### config.mk
export PLATFORM = sky130hd
export DESIGN_NAME = ctrl_unit
export DESIGN_NICKNAME = d
export VERILOG_FILES = /design/src/rtl/ctrl_unit.sv
export SDC_FILE = /design/constraint.sdc
export NUM_CORES = 1
export LEC_CHECK = 0
export CAP_MARGIN = 25
export CORE_MARGIN = 10
export CORE_UTILIZATION = 41
export CTS_CLUSTER_DIAMETER = 100
export DETAILED_ROUTE_END_ITERATION = 16
export PLACE_DENSITY = 0.88
export SLEW_MARGIN = 40
export SYNTH_ARGS = -nofsm -noshare
export SYNTH_HDL_FRONTEND = slang
export SYNTH_SLANG_ARGS = --single-unit
### constraint.sdc
create_clock -name clk -period 3.2 [get_ports clk]
set_input_delay 0.64 -clock clk [delete_from_list [all_inputs] [get_ports clk]]
set_output_delay 0.64 -clock clk [all_outputs]
set_load 0.01 [all_outputs]
### src/rtl/ctrl_unit.sv
// RV32I main decoder with registered control outputs (one cycle after inst).
// Define CTRL_ILLEGAL_FLAG_EN to add the registered illegal_inst output.
module ctrl_unit (
  input  logic        clk,
  input  logic        rst_n,
  input  logic [31:0] inst,
  output logic [4:0]  alu_ctrl,
  output logic        reg_file_wr_en,
  output logic [1:0]  reg_file_wr_back_sel,
  output logic        alu_op2_sel,
  output logic        d_mem_rd_en,
  output logic        d_mem_wr_en,
  output logic [1:0]  d_mem_size,
  output logic        jal,
  output logic        jalr
`ifdef CTRL_ILLEGAL_FLAG_EN
  ,
  output logic        illegal_inst
`endif
);

  typedef enum logic [6:0] {
    OPC_LUI    = 7'b0110111,
    OPC_AUIPC  = 7'b0010111,
    OPC_JAL    = 7'b1101111,
    OPC_JALR   = 7'b1100111,
    OPC_BRANCH = 7'b1100011,
    OPC_LOAD   = 7'b0000011,
    OPC_STORE  = 7'b0100011,
    OPC_OPIMM  = 7'b0010011,
    OPC_OP     = 7'b0110011
  } opcode_e;

  typedef enum logic [4:0] {
    ALU_ADD    = 5'b00000,
    ALU_SUB    = 5'b00001,
    ALU_SLL    = 5'b00010,
    ALU_SLT    = 5'b00011,
    ALU_SLTU   = 5'b00100,
    ALU_XOR    = 5'b00101,
    ALU_SRL    = 5'b00110,
    ALU_SRA    = 5'b00111,
    ALU_OR     = 5'b01000,
    ALU_AND    = 5'b01001,
    ALU_PASS_B = 5'b01010
  } alu_e;

  typedef enum logic [1:0] {
    WB_ALU   = 2'b00,
    WB_DMEM  = 2'b01,
    WB_PC4   = 2'b10,
    WB_PCIMM = 2'b11
  } wb_sel_e;

  typedef struct packed {
    logic [4:0] alu;
    logic       rf_wr;
    logic [1:0] wb_sel;
    logic       op2_imm;
    logic       mem_rd;
    logic       mem_wr;
    logic [1:0] mem_size;
    logic       jal;
    logic       jalr;
  } ctrl_t;

  localparam logic [6:0] F7_ZERO = 7'b0000000;
  localparam logic [6:0] F7_ALT  = 7'b0100000;

  opcode_e    opcode;
  logic [2:0] funct3;
  logic [6:0] funct7;
  logic       legal;
  ctrl_t      ctrl_d;
  ctrl_t      ctrl_q;

  assign opcode = opcode_e'(inst[6:0]);
  assign funct3 = inst[14:12];
  assign funct7 = inst[31:25];

  // Register indices and immediates are consumed by the datapath, not here.
  logic unused_operand_bits;
  assign unused_operand_bits = ^{inst[24:15], inst[11:7]};

  // Shared funct3 map for OP/OP-IMM; 101 resolves to SRL until funct7 says SRA.
  function automatic alu_e alu_from_funct3(input logic [2:0] f3);
    alu_e op;
    case (f3)
      3'b000:  op = ALU_ADD;
      3'b001:  op = ALU_SLL;
      3'b010:  op = ALU_SLT;
      3'b011:  op = ALU_SLTU;
      3'b100:  op = ALU_XOR;
      3'b101:  op = ALU_SRL;
      3'b110:  op = ALU_OR;
      default: op = ALU_AND;
    endcase
    return op;
  endfunction

  always_comb begin
    ctrl_d = '0;
    legal  = 1'b0;
    case (opcode)
      OPC_LUI: begin
        legal          = 1'b1;
        ctrl_d.alu     = ALU_PASS_B;
        ctrl_d.op2_imm = 1'b1;
        ctrl_d.rf_wr   = 1'b1;
        ctrl_d.wb_sel  = WB_ALU;
      end
      OPC_AUIPC: begin
        legal          = 1'b1;
        ctrl_d.alu     = ALU_ADD;
        ctrl_d.op2_imm = 1'b1;
        ctrl_d.rf_wr   = 1'b1;
        ctrl_d.wb_sel  = WB_PCIMM;
      end
      OPC_JAL: begin
        legal          = 1'b1;
        ctrl_d.alu     = ALU_ADD;
        ctrl_d.op2_imm = 1'b1;
        ctrl_d.rf_wr   = 1'b1;
        ctrl_d.wb_sel  = WB_PC4;
        ctrl_d.jal     = 1'b1;
      end
      OPC_JALR: begin
        legal          = (funct3 == 3'b000);
        ctrl_d.alu     = ALU_ADD;
        ctrl_d.op2_imm = 1'b1;
        ctrl_d.rf_wr   = 1'b1;
        ctrl_d.wb_sel  = WB_PC4;
        ctrl_d.jalr    = 1'b1;
      end
      OPC_BRANCH: begin
        legal      = (funct3 != 3'b010) && (funct3 != 3'b011);
        ctrl_d.alu = {2'b10, funct3};
      end
      OPC_LOAD: begin
        legal           = (funct3 == 3'b000) || (funct3 == 3'b001) || (funct3 == 3'b010) ||
                          (funct3 == 3'b100) || (funct3 == 3'b101);
        ctrl_d.alu      = ALU_ADD;
        ctrl_d.op2_imm  = 1'b1;
        ctrl_d.rf_wr    = 1'b1;
        ctrl_d.wb_sel   = WB_DMEM;
        ctrl_d.mem_rd   = 1'b1;
        ctrl_d.mem_size = funct3[1:0];
      end
      OPC_STORE: begin
        legal           = (funct3 == 3'b000) || (funct3 == 3'b001) || (funct3 == 3'b010);
        ctrl_d.alu      = ALU_ADD;
        ctrl_d.op2_imm  = 1'b1;
        ctrl_d.mem_wr   = 1'b1;
        ctrl_d.mem_size = funct3[1:0];
      end
      OPC_OPIMM: begin
        ctrl_d.alu     = alu_from_funct3(funct3);
        ctrl_d.op2_imm = 1'b1;
        ctrl_d.rf_wr   = 1'b1;
        ctrl_d.wb_sel  = WB_ALU;
        legal          = 1'b1;
        if (funct3 == 3'b001) begin
          legal = (funct7 == F7_ZERO);
        end else if (funct3 == 3'b101) begin
          if (funct7 == F7_ALT) begin
            ctrl_d.alu = ALU_SRA;
          end else begin
            legal = (funct7 == F7_ZERO);
          end
        end
      end
      OPC_OP: begin
        ctrl_d.op2_imm = 1'b0;
        ctrl_d.rf_wr   = 1'b1;
        ctrl_d.wb_sel  = WB_ALU;
        if (funct7 == F7_ZERO) begin
          legal      = 1'b1;
          ctrl_d.alu = alu_from_funct3(funct3);
        end else if (funct7 == F7_ALT) begin
          if (funct3 == 3'b000) begin
            legal      = 1'b1;
            ctrl_d.alu = ALU_SUB;
          end else if (funct3 == 3'b101) begin
            legal      = 1'b1;
            ctrl_d.alu = ALU_SRA;
          end
        end
      end
      default: legal = 1'b0;
    endcase
    // Illegal encodings must not modify any architectural state.
    if (!legal) begin
      ctrl_d = '0;
    end
  end

  always_ff @(posedge clk) begin
    if (!rst_n) begin
      ctrl_q <= '0;
    end else begin
      ctrl_q <= ctrl_d;
    end
  end

`ifdef CTRL_ILLEGAL_FLAG_EN
  logic illegal_q;

  always_ff @(posedge clk) begin
    if (!rst_n) begin
      illegal_q <= 1'b0;
    end else begin
      illegal_q <= !legal;
    end
  end

  assign illegal_inst = illegal_q;
`endif

  assign alu_ctrl             = ctrl_q.alu;
  assign reg_file_wr_en       = ctrl_q.rf_wr;
  assign reg_file_wr_back_sel = ctrl_q.wb_sel;
  assign alu_op2_sel          = ctrl_q.op2_imm;
  assign d_mem_rd_en          = ctrl_q.mem_rd;
  assign d_mem_wr_en          = ctrl_q.mem_wr;
  assign d_mem_size           = ctrl_q.mem_size;
  assign jal                  = ctrl_q.jal;
  assign jalr                 = ctrl_q.jalr;

endmodule

# After elaboration in Yosys (flattened, before gate mapping)
# Cells that the tools add are included.
[word_totals]
register_bits = 15
in_bits = 34
[op_classes]
eq_ne = 18
muxes = 23
n_reduce_logical = 14
[ops]
columns = ["cell", "count"]
rows = [
  ["$eq 7x6->1 const B", 4],
  ["$pmux 4 s7", 1],
  ["$mux 5", 5],
  ["$eq 7x7->1 const B", 3],
  ["$pmux 5 s4", 1],
  ["$eq 7x5->1 const B", 2],
  ["$mux 1", 12],
  ["$pmux 3 s4", 1],
  ["$eq 3x3->1 const B", 3],
  ["$eq 7x2->1 const B", 1],
  ["$logic_not 7->1", 1],
  ["$pmux 1 s7", 1],
  ["$reduce_or 7->1", 1],
  ["$eq 3x2->1 const B", 2],
  ["$ne 3x2->1 const B", 2],
  ["$reduce_or 3->1", 2],
  ["$logic_or 1x1->1", 4],
  ["$mux 4", 1],
  ["$reduce_or 2->1", 2],
  ["$eq 3x1->1 const B", 1],
  ["$logic_not 3->1", 1],
  ["$mux 3", 1],
  ["$reduce_and 3->1", 1],
  ["$reduce_and 2->1", 1],
  ["$logic_and 1x1->1", 1],
]

# Depth between registers and ports, before layout
# Gate-level depths: netlist (run 1).
[depth]
word_depth = 7
depth_mapped = 7
ltp_nobuf = 5

# Least setup slack after synthesis (run 1)
# Ideal clock, no wire load.
[synth_path]
path_kind = "in2reg"
from = "input inst[3]"
to = "register ctrl_q (netlist bit jalr)"
setup_time_ps = 87
arrival_ps = 2166
required_ps = 3113
setup_slack_ps = 946
stages = 7
n_path_buf = 2
cell_sequence = "buf_6 > or3b_4 > or4_1 > buf_2 > o22ai_2 > nor2_2 > nor4b_2"
[synth_via]
elab_chain_cells = 4
[synth_lines]
columns = ["item", "line", "rtl"]
rows = [
  ["start: declaration", "6", "input logic [31:0] inst,"],
  ["$eq 7x6->1, or another cell as far along", "104", "case (opcode)"],
  ["$reduce_or 3->1 (no line)", "-", ""],
  ["$pmux 1 s7", "104", ""],
  ["$reduce_and 2->1 (no line)", "-", ""],
  ["end signal: assignment", "201", "ctrl_q <= ctrl_d;"],
  ["end: declaration", "75", "ctrl_t ctrl_q;"],
]
# Parallel ways exist; a longest one is shown, timed or not.
# A chain may end at the register's enable or synchronous reset.

# Worst setup path in the final report (run 1)
[layout_path]
from = "input inst[6]"
to = "register ctrl_q (netlist bit alu_ctrl[4])"
# Same word-level chain as after synthesis.

==> flow_summary.toml, run 1 <==
[placed_design]
gp_congestion = 0.804
dp_slack_ns = 0.326
dp_cells = 172
placedInstanceArea_mm2 = 0.00125
hpwl_um = 1940
io_buffers = 33

[logic_synthesis]
synth_seq_area_share_pct = 33.2
synth_seq_cells = 15
synthCells = 118
ys_types = 41
synth_area_leader_cell = "dfxtp_1"
synth_top_cells_by_area = "dfxtp_1 (33%), o21ai_0 (5.5%), nor3_1 (4.4%)"
synthArstFlopShare_pct = 0
synth_edf_count = 0
synthFlopType = "dfxtp_1"
synth_area_per_cell_um2 = 7.67
syn_nets = 152
yosys.area.top_type_share_pct = 33.2
ys_warn_count = 0
syn_area_um2 = 905

[worst_setup_path]
start_kind = "primary input"
critPathMaxStageDelay_ns = 0.54
worstSetupEndpointType = "flip-flop"
cp_top_family = "simple AND/OR/NAND/NOR gates"
critical_path.cell_chain = "clkdlybuf4s50_1 -> or3b_4 -> or4_1 -> o22ai_2 -> nor2_2 -> nor4_1"
required_ns = 3.37
cp_num_buf_inv = 1
critPathSlowestCell = "or4_1"
criticalPathCategory = "primary input to flip-flop"
worstPathMaxFanout = 10
crit_start = "inst[6]"
critPathArrivalTime_ns = 2.82

[final_layout]
syn_to_final_growth_pct = 40.9
final_cell_count_no_fill = 176
antenna_cells = 0
design_area_mm2 = 0.00127
drive_above_1_share_pct = 8.05
fin_util_pct = 63.1
fin_nets = 184

[clock_network]
tritoncts = "built"
ctsHoldBuffers = 0
clockBufferDepth = 2
clockRootBuffer = "clkbuf_4"
cts_resized = 0
cts_sinks = 15
cts_setup_buffers = 0
cts_buffers = 3
cts_htree_levels = 1
clkTransAtPathRegs_ns = 0.08

[global_route]
grt_usage_pct = 11.2
grt_pass1_wl_um = 4160
grt-ovfl-total = 0
antenna_found_initial = 0
grt_max_degree = 15
grt_pass1_vias = 918

[min_path]
hold_start = "inst[3]"
hold_path.class = "primary input to flip-flop"

[drt]
firstDrtPassIters = 7
drt-total-wl_um = 2440
drc_errors = 0
ant_nets = 0
post_drt_wl_per_cell_um = 13.8
vias = 984
drt-initial-drc-count = 35
via_per_inst = 5.59

[pwr]
p_leak_nw = 0.428
p_total_mw = 0.362
power_density_mw_per_mm2 = 284
ir_drop_mv = 0.149

[die]
ios = 49
die_area_mm2 = 0.00448
die_h_um = 67.0
start_util_pct = 44.7
fp.dieW_um = 67.0
coreArea_mm2 = 0.00202
rows = 16

[timing]
setup_tns_ns = 0
hold_slack_ns = 1.09
period_needed_ns = 2.64
tightestPinTransition_ns = 0.597
finalMaxSlewViolations = 0
finalHoldViolations = 0
rsz0062_at_grt = "no"
min_period_over_period_pct = 82.6
finalSetupViolCount = 0
fin_ws_ns = 0.557
max-slew-margin-rel_pct = 59.9
fmax_ghz = 0.378

[job]
drv_cap = 0

[outcome]
status = "finished, final reports clean"
layout by cell type (no fill, tap or decap), types with 2 or more instances in the layout:
| master | count |
|---|---|
| dfxtp_1 | 15 |
| o21ai_0 | 10 |
| buf_4 | 3 |
| or4_1 | 2 |
| nand3_1 | 5 |
| nand2b_1 | 3 |
| nor2_1 | 10 |
| xnor2_1 | 2 |
| nor4_1 | 4 |
| a21oi_1 | 3 |
| o211ai_1 | 2 |
| nand4_1 | 3 |
| clkdlybuf4s50_1 | 33 |
| nor3_1 | 8 |
| and4b_1 | 2 |
| nor2b_1 | 2 |
| nand2_1 | 9 |
| inv_1 | 4 |
| nor3b_1 | 2 |
| clkbuf_4 | 3 |
| a31oi_1 | 4 |
final timing paths:
kind                 endpoint  slack, ns  depth (start not counted)
hold / removal           jalr       1.09                          3
setup / recovery  alu_ctrl[4]       0.56                          6
registers in the layout, indices dropped and copies added (netlist names):
name                  count
d_mem_wr_en               1
reg_file_wr_back_sel      2
d_mem_size                2
d_mem_rd_en               1
reg_file_wr_en            1
alu_op2_sel               1
jalr                      1
jal                       1
alu_ctrl                  5
final cells by class:
| cell class | instances | area, µm² |
|---|---|---|
| well taps | 27 | 33.8 |
| clock buffers | 4 | 26.3 |
| repair buffers | 36 | 353 |
| flip-flops and latches | 15 | 300 |
| fillers | 172 | 747 |
| inverters | 4 | 15.0 |
| multi-input cells | 90 | 547 |
worst min-delay path, cell delays in order:
cell and delay, ns:
clkdlybuf4s50_1 0.48, buf_4 0.15, nor4b_2 0.05
cells by family after synthesis:
group,count (synthesis),share of synthesized area (%)
flops,15,33.2
buf+inv,13,6.36
compound gates,29,21.3
xor+xnor,3,2.91
simple gates,58,36.2
per-layer routing:
metal  GRT usage [%]  part of all wire, %  vias to the layer above
li1                -                    -                      500
met1            12.7                   41                      440
met2            19.2                   49                       40
met3            2.84                  8.8                        4
met4            4.87                  1.1                        0
met5               0                    0                        -
where the power goes:
group | internal [mW] | leakage, nW | switching [mW]
clock | 0.0483 | 0.0150 | 0.0511
sequential | 0.187 | 0.121 | 0.0000240
combinational | 0.0375 | 0.292 | 0.0387
total | 0.272 | 0.428 | 0.0898
cell usage after synthesis (all sizes together), types with 3 or more instances:
| cell | instances |
|---|---|
| a21oi | 3 |
| a31oi | 4 |
| buf | 3 |
| clkbuf | 6 |
| dfxtp | 15 |
| inv | 4 |
| nand2 | 9 |
| nand2b | 3 |
| nand3 | 5 |
| nand4 | 3 |
| nor2 | 11 |
| nor3 | 8 |
| nor4 | 4 |
| o21ai | 10 |
Note: power is estimated with default switching activity, not from simulation.
==> run 2: changes to the inputs <==
--- a/config.mk
+++ b/config.mk
@@ -7,10 +7,10 @@
 export LEC_CHECK = 0
 export CAP_MARGIN = 25
 export CORE_MARGIN = 10
-export CORE_UTILIZATION = 41
+export CORE_UTILIZATION = 34
 export CTS_CLUSTER_DIAMETER = 100
 export DETAILED_ROUTE_END_ITERATION = 16
-export PLACE_DENSITY = 0.88
+export PLACE_DENSITY = 0.78
 export SLEW_MARGIN = 40
 export SYNTH_ARGS = -nofsm -noshare
 export SYNTH_HDL_FRONTEND = slang
==> constraint.sdc (replaced) <==
create_clock -name clk -period 2.21 [get_ports clk]
set_input_delay 0.442 -clock clk [delete_from_list [all_inputs] [get_ports clk]]
set_output_delay 0.442 -clock clk [all_outputs]
set_load 0.01 [all_outputs]
==> flow_summary.toml, run 2 (same netlist as run 1, synthesis figures left out) <==
[timing]
finalSetupViolCount = 0
finalMaxSlewViolations = 0
fmax_ghz = 0.453
setup_tns_ns = 0
min_period_over_period_pct = 100
max-slew-margin-rel_pct = 65.1
tightestPinTransition_ns = 0.518
period_needed_ns = 2.21
finalHoldViolations = 0

[pwr]
switching_share_pct = 25.0
switchingPower_mw = 0.137
power_density_mw_per_mm2 = 373
internal_power_mw = 0.411
pwr-share-seq_pct = 49.2
p_total_mw = 0.549
ir_drop_mv = 0.265
power_frac_comb_pct = 24.6
p_leak_nw = 0.521
clockPowerShare_pct = 26.1

[worst_setup_path]
critPathSlowestCell = "clkdlybuf4s50_1"
critPathArrivalTime_ns = 2.42
criticalPathCategory = "primary input to flip-flop"
critical_path.cell_chain = "clkdlybuf4s50_1 -> or3b_4 -> or4_4 -> buf_4 -> o32a_2 -> a21oi_2"
required_ns = 2.42
start_kind = "primary input"
worstSetupEndpointType = "flip-flop"
worstPathMaxFanout = 5
critPathMaxStageDelay_ns = 0.50

[die]
rows = 18
ios = 49
coreArea_mm2 = 0.00250
die_area_mm2 = 0.00512
start_util_pct = 36.2
die_h_um = 71.6
fp.dieW_um = 71.6

[global_route]
grt_usage_pct = 10.2
grt-ovfl-total = 0
grt_pass1_vias = 1015
grt_max_degree = 14
grt_pass1_wl_um = 4400
antenna_found_initial = 0

[outcome]
status = "finished, final reports clean"

[clock_network]
cts_buffers = 3
clkTransAtPathRegs_ns = 0.08
clockBufferDepth = 2
cts_htree_levels = 1
tritoncts = "built"
cts_sinks = 15
clockRootBuffer = "clkbuf_4"
ctsHoldBuffers = 0

[drt]
drc_errors = 0
vias = 1051
ant_nets = 0
post_drt_wl_per_cell_um = 13.3
via_per_inst = 5.31
drt-initial-drc-count = 30
firstDrtPassIters = 4
drt-total-wl_um = 2640

[final_layout]
largest_reg_flops = 5
fin_nets = 203
drive_above_1_share_pct = 22.6
fill_cells = 222
syn_to_final_growth_pct = 62.7
final_common_cell = "clkdlybuf4s50_1"
final_cell_mix = "clkdlybuf4s50_1 (33), buf_4 (22), dfxtp_1 (15), o21ai_0 (10), nor2_1 (10)"
antenna_cells = 0

[job]
drv_cap = 0

[placed_design]
gp_congestion = 0.858
hpwl_um = 2150
io_buffers = 33

[min_path]
hold_path.class = "primary input to flip-flop"
## run 2: worst paths after layout
kind / depth (start not counted) / slack [ns] / startpoint / end
worst max-delay path: 6 / 0.0005 / inst[4] / alu_ctrl[2]
worst min-delay path: 3 / 0.90 / inst[3] / jalr
## run 2: worst max-delay path, delay by kind of cell
| family | cells | cell delay [ns] |
|---|---|---|
| simple gates | 2 | 0.84 |
| buf+inv | 2 | 0.67 |
| compound gates | 2 | 0.46 |
## run 2: through the flow
step	utilization [%]	hold WS (ns)	worst slack, ns	instances	area [µm²]
floorplan	-	0.600	0.154	118	905
global placement	55.8	1.16	-0.249	194	1400
detailed placement	55.8	1.18	-0.334	194	1400
CTS	57.3	0.888	0.0139	198	1430
global route	58.9	0.919	-0.0243	198	1470
finish	58.9	0.903	0.000544	198	1470
## run 2: repair_timing
action	in CTS	in global routing
endpoints found under the setup margin	4	5
gates resized for setup	2	7
pin swaps	0	1
buffers inserted	0	0
## run 2: layer usage
| layer | GRT usage, % | part of all wire (%) | vias up | wire (µm) |
|---|---|---|---|---|
| met5 | 0 | 0 | - | 0 |
| met4 | 5.16 | 2.2 | 0 | 57 |
| met3 | 2.34 | 6.4 | 6 | 168 |
| met2 | 18.0 | 51 | 33 | 1340 |
| met1 | 10.9 | 41 | 476 | 1080 |
| li1 | - | - | 536 | - |
## run 2: layout make-up
class                           count  area (µm²)  area share [%]
Tap cell                           30        37.5            2.55
Sequential cell                    15         300            20.4
Inverter                            4        15.0            1.02
Multi-Input combinational cell     90         597            40.6
Clock buffer                        4        26.3            1.79
Timing Repair Buffer               55         495            33.7
## run 2: power by group through the flow
| stage | Combinational [mW] | Clock (mW) | Sequential [mW] |
|---|---|---|---|
| floorplan | 0.0610 | 0 | 0.277 |
| global placement | 0.124 | 0 | 0.277 |
| detailed placement | 0.129 | 0 | 0.277 |
| CTS | 0.130 | 0.152 | 0.270 |
| global route | 0.148 | 0.164 | 0.270 |
| finish | 0.135 | 0.143 | 0.270 |
==> run 3: changes to the inputs <==
--- a/config.mk
+++ b/config.mk
@@ -10,7 +10,7 @@
 export CORE_UTILIZATION = 34
 export CTS_CLUSTER_DIAMETER = 100
 export DETAILED_ROUTE_END_ITERATION = 16
-export PLACE_DENSITY = 0.78
+export PLACE_DENSITY_LB_ADDON = 0.1
 export SLEW_MARGIN = 40
 export SYNTH_ARGS = -nofsm -noshare
 export SYNTH_HDL_FRONTEND = slang
==> flow_summary.toml, run 3 (same netlist as run 1, synthesis figures left out) <==
[outcome]
status = "finished, final reports clean"

[global_route]
grt-ovfl-total = 0
grt_pass1_wl_um = 4380
grt_pass1_vias = 1039
grt_max_degree = 14
grt_usage_pct = 10.1
antenna_found_initial = 0

[drt]
vias = 1045
post_drt_wl_per_cell_um = 13.1
ant_nets = 0
via_per_inst = 5.25
drt-initial-drc-count = 56
drc_errors = 0
drt-total-wl_um = 2600
firstDrtPassIters = 4

[die]
die_h_um = 71.6
die_area_mm2 = 0.00512
start_util_pct = 36.2
ios = 49
coreArea_mm2 = 0.00250
rows = 18
fp.dieW_um = 71.6

[placed_design]
dp_cells = 195
hpwl_um = 2180
gp_congestion = 0.812
dp_slack_ns = -0.264
io_buffers = 33

[clock_network]
clockBufferDepth = 2
tritoncts = "built"
ctsHoldBuffers = 0
cts_htree_levels = 1
cts_buffers = 3
cts_sinks = 15
clockRootBuffer = "clkbuf_4"
clkTransAtPathRegs_ns = 0.08

[timing]
period_needed_ns = 2.13
rsz0062_at_grt = "no"
finalSetupViolCount = 0
finalHoldViolations = 0
fin_ws_ns = 0.0785
finalMaxSlewViolations = 0
min_period_over_period_pct = 96.4
max-slew-margin-rel_pct = 78.5
fmax_ghz = 0.469
tightestPinTransition_ns = 0.322
setup_tns_ns = 0

[final_layout]
final_cell_count_no_fill = 199
fill_cells = 247
final_cell_mix = "clkdlybuf4s50_1 (33), buf_4 (23), dfxtp_1 (15), nor2_1 (10)"
final_common_cell = "clkdlybuf4s50_1"
multi_input_area_um2 = 568
drive_above_1_share_pct = 20.7
largest_reg_flops = 5
fin_util_pct = 58.0
fin_nets = 204
syn_to_final_growth_pct = 60.3
antenna_cells = 0
seq_area_um2 = 300

[worst_setup_path]
critical_path.cell_chain = "clkdlybuf4s50_1 -> or3b_4 -> or4_4 -> buf_4 -> o32a_2 -> a21oi_1"
critPathMaxStageDelay_ns = 0.47
critPathSlowestCell = "clkdlybuf4s50_1"
cp_num_buf_inv = 2
critPathArrivalTime_ns = 2.34
worstSetupEndpointType = "flip-flop"
crit_start = "inst[4]"
worstPathMaxFanout = 5
criticalPathCategory = "primary input to flip-flop"
start_kind = "primary input"
cp_top_family = "simple AND/OR/NAND/NOR gates"
required_ns = 2.42

[pwr]
ir_drop_mv = 0.295
power_density_mw_per_mm2 = 380
p_leak_nw = 0.526

[min_path]
hold_start = "inst[3]"
hold_path.class = "primary input to flip-flop"

[job]
drv_cap = 0
run 3: stage by stage:
| stage | instance area [µm²] | total power [mW] | hold WS, ns |
|---|---|---|---|
| floorplan | 905 | 0.338 | 0.600 |
| global placement | 1400 | 0.404 | 1.18 |
| detailed placement | 1400 | 0.406 | 1.19 |
| CTS | 1430 | 0.555 | 0.884 |
| global route | 1450 | 0.584 | 0.910 |
| finish | 1450 | 0.551 | 0.889 |
run 3: path summary, 6_finish.rpt:
| check | slack [ns] | cells after the start | to |
|---|---|---|---|
| worst min-delay path | 0.89 | 3 | jalr |
| worst max-delay path | 0.08 | 6 | alu_ctrl[2] |
run 3: final cells by class:
| class | instances | area share, % |
|---|---|---|
| Inverter | 4 | 1.04 |
| Sequential cell | 15 | 20.7 |
| Clock buffer | 4 | 1.81 |
| Tap cell | 30 | 2.59 |
| Timing Repair Buffer | 56 | 34.7 |
| Multi-Input combinational cell | 90 | 39.2 |
run 3: worst min-delay path: stages:
cell	delay (ns)
clkdlybuf4s50_1	0.47
buf_4	0.15
nor4b_2	0.05
run 3: what timing repair did:
| action | in CTS | in global routing |
|---|---|---|
| setup endpoints to repair | 0 | 7 |
| hold endpoints to repair | 0 | 0 |
| gates resized for setup | 0 | 5 |
| buffers inserted | 0 | 0 |
run 3: report_power, final:
part | total, mW | internal, mW | switching (mW)
clock | 0.148 | 0.0699 | 0.0786
sequential | 0.270 | 0.270 | 0.0000333
combinational | 0.132 | 0.0716 | 0.0608
total | 0.551 | 0.412 | 0.139
run 3: metal layers:
layer	GRT usage [%]	up-vias	share of wire [%]
met1	10.9	482	45
li1	-	539	-
met2	17.5	22	48
met4	5.59	0	0.73
met3	2.62	2	6.1
met5	0	-	0
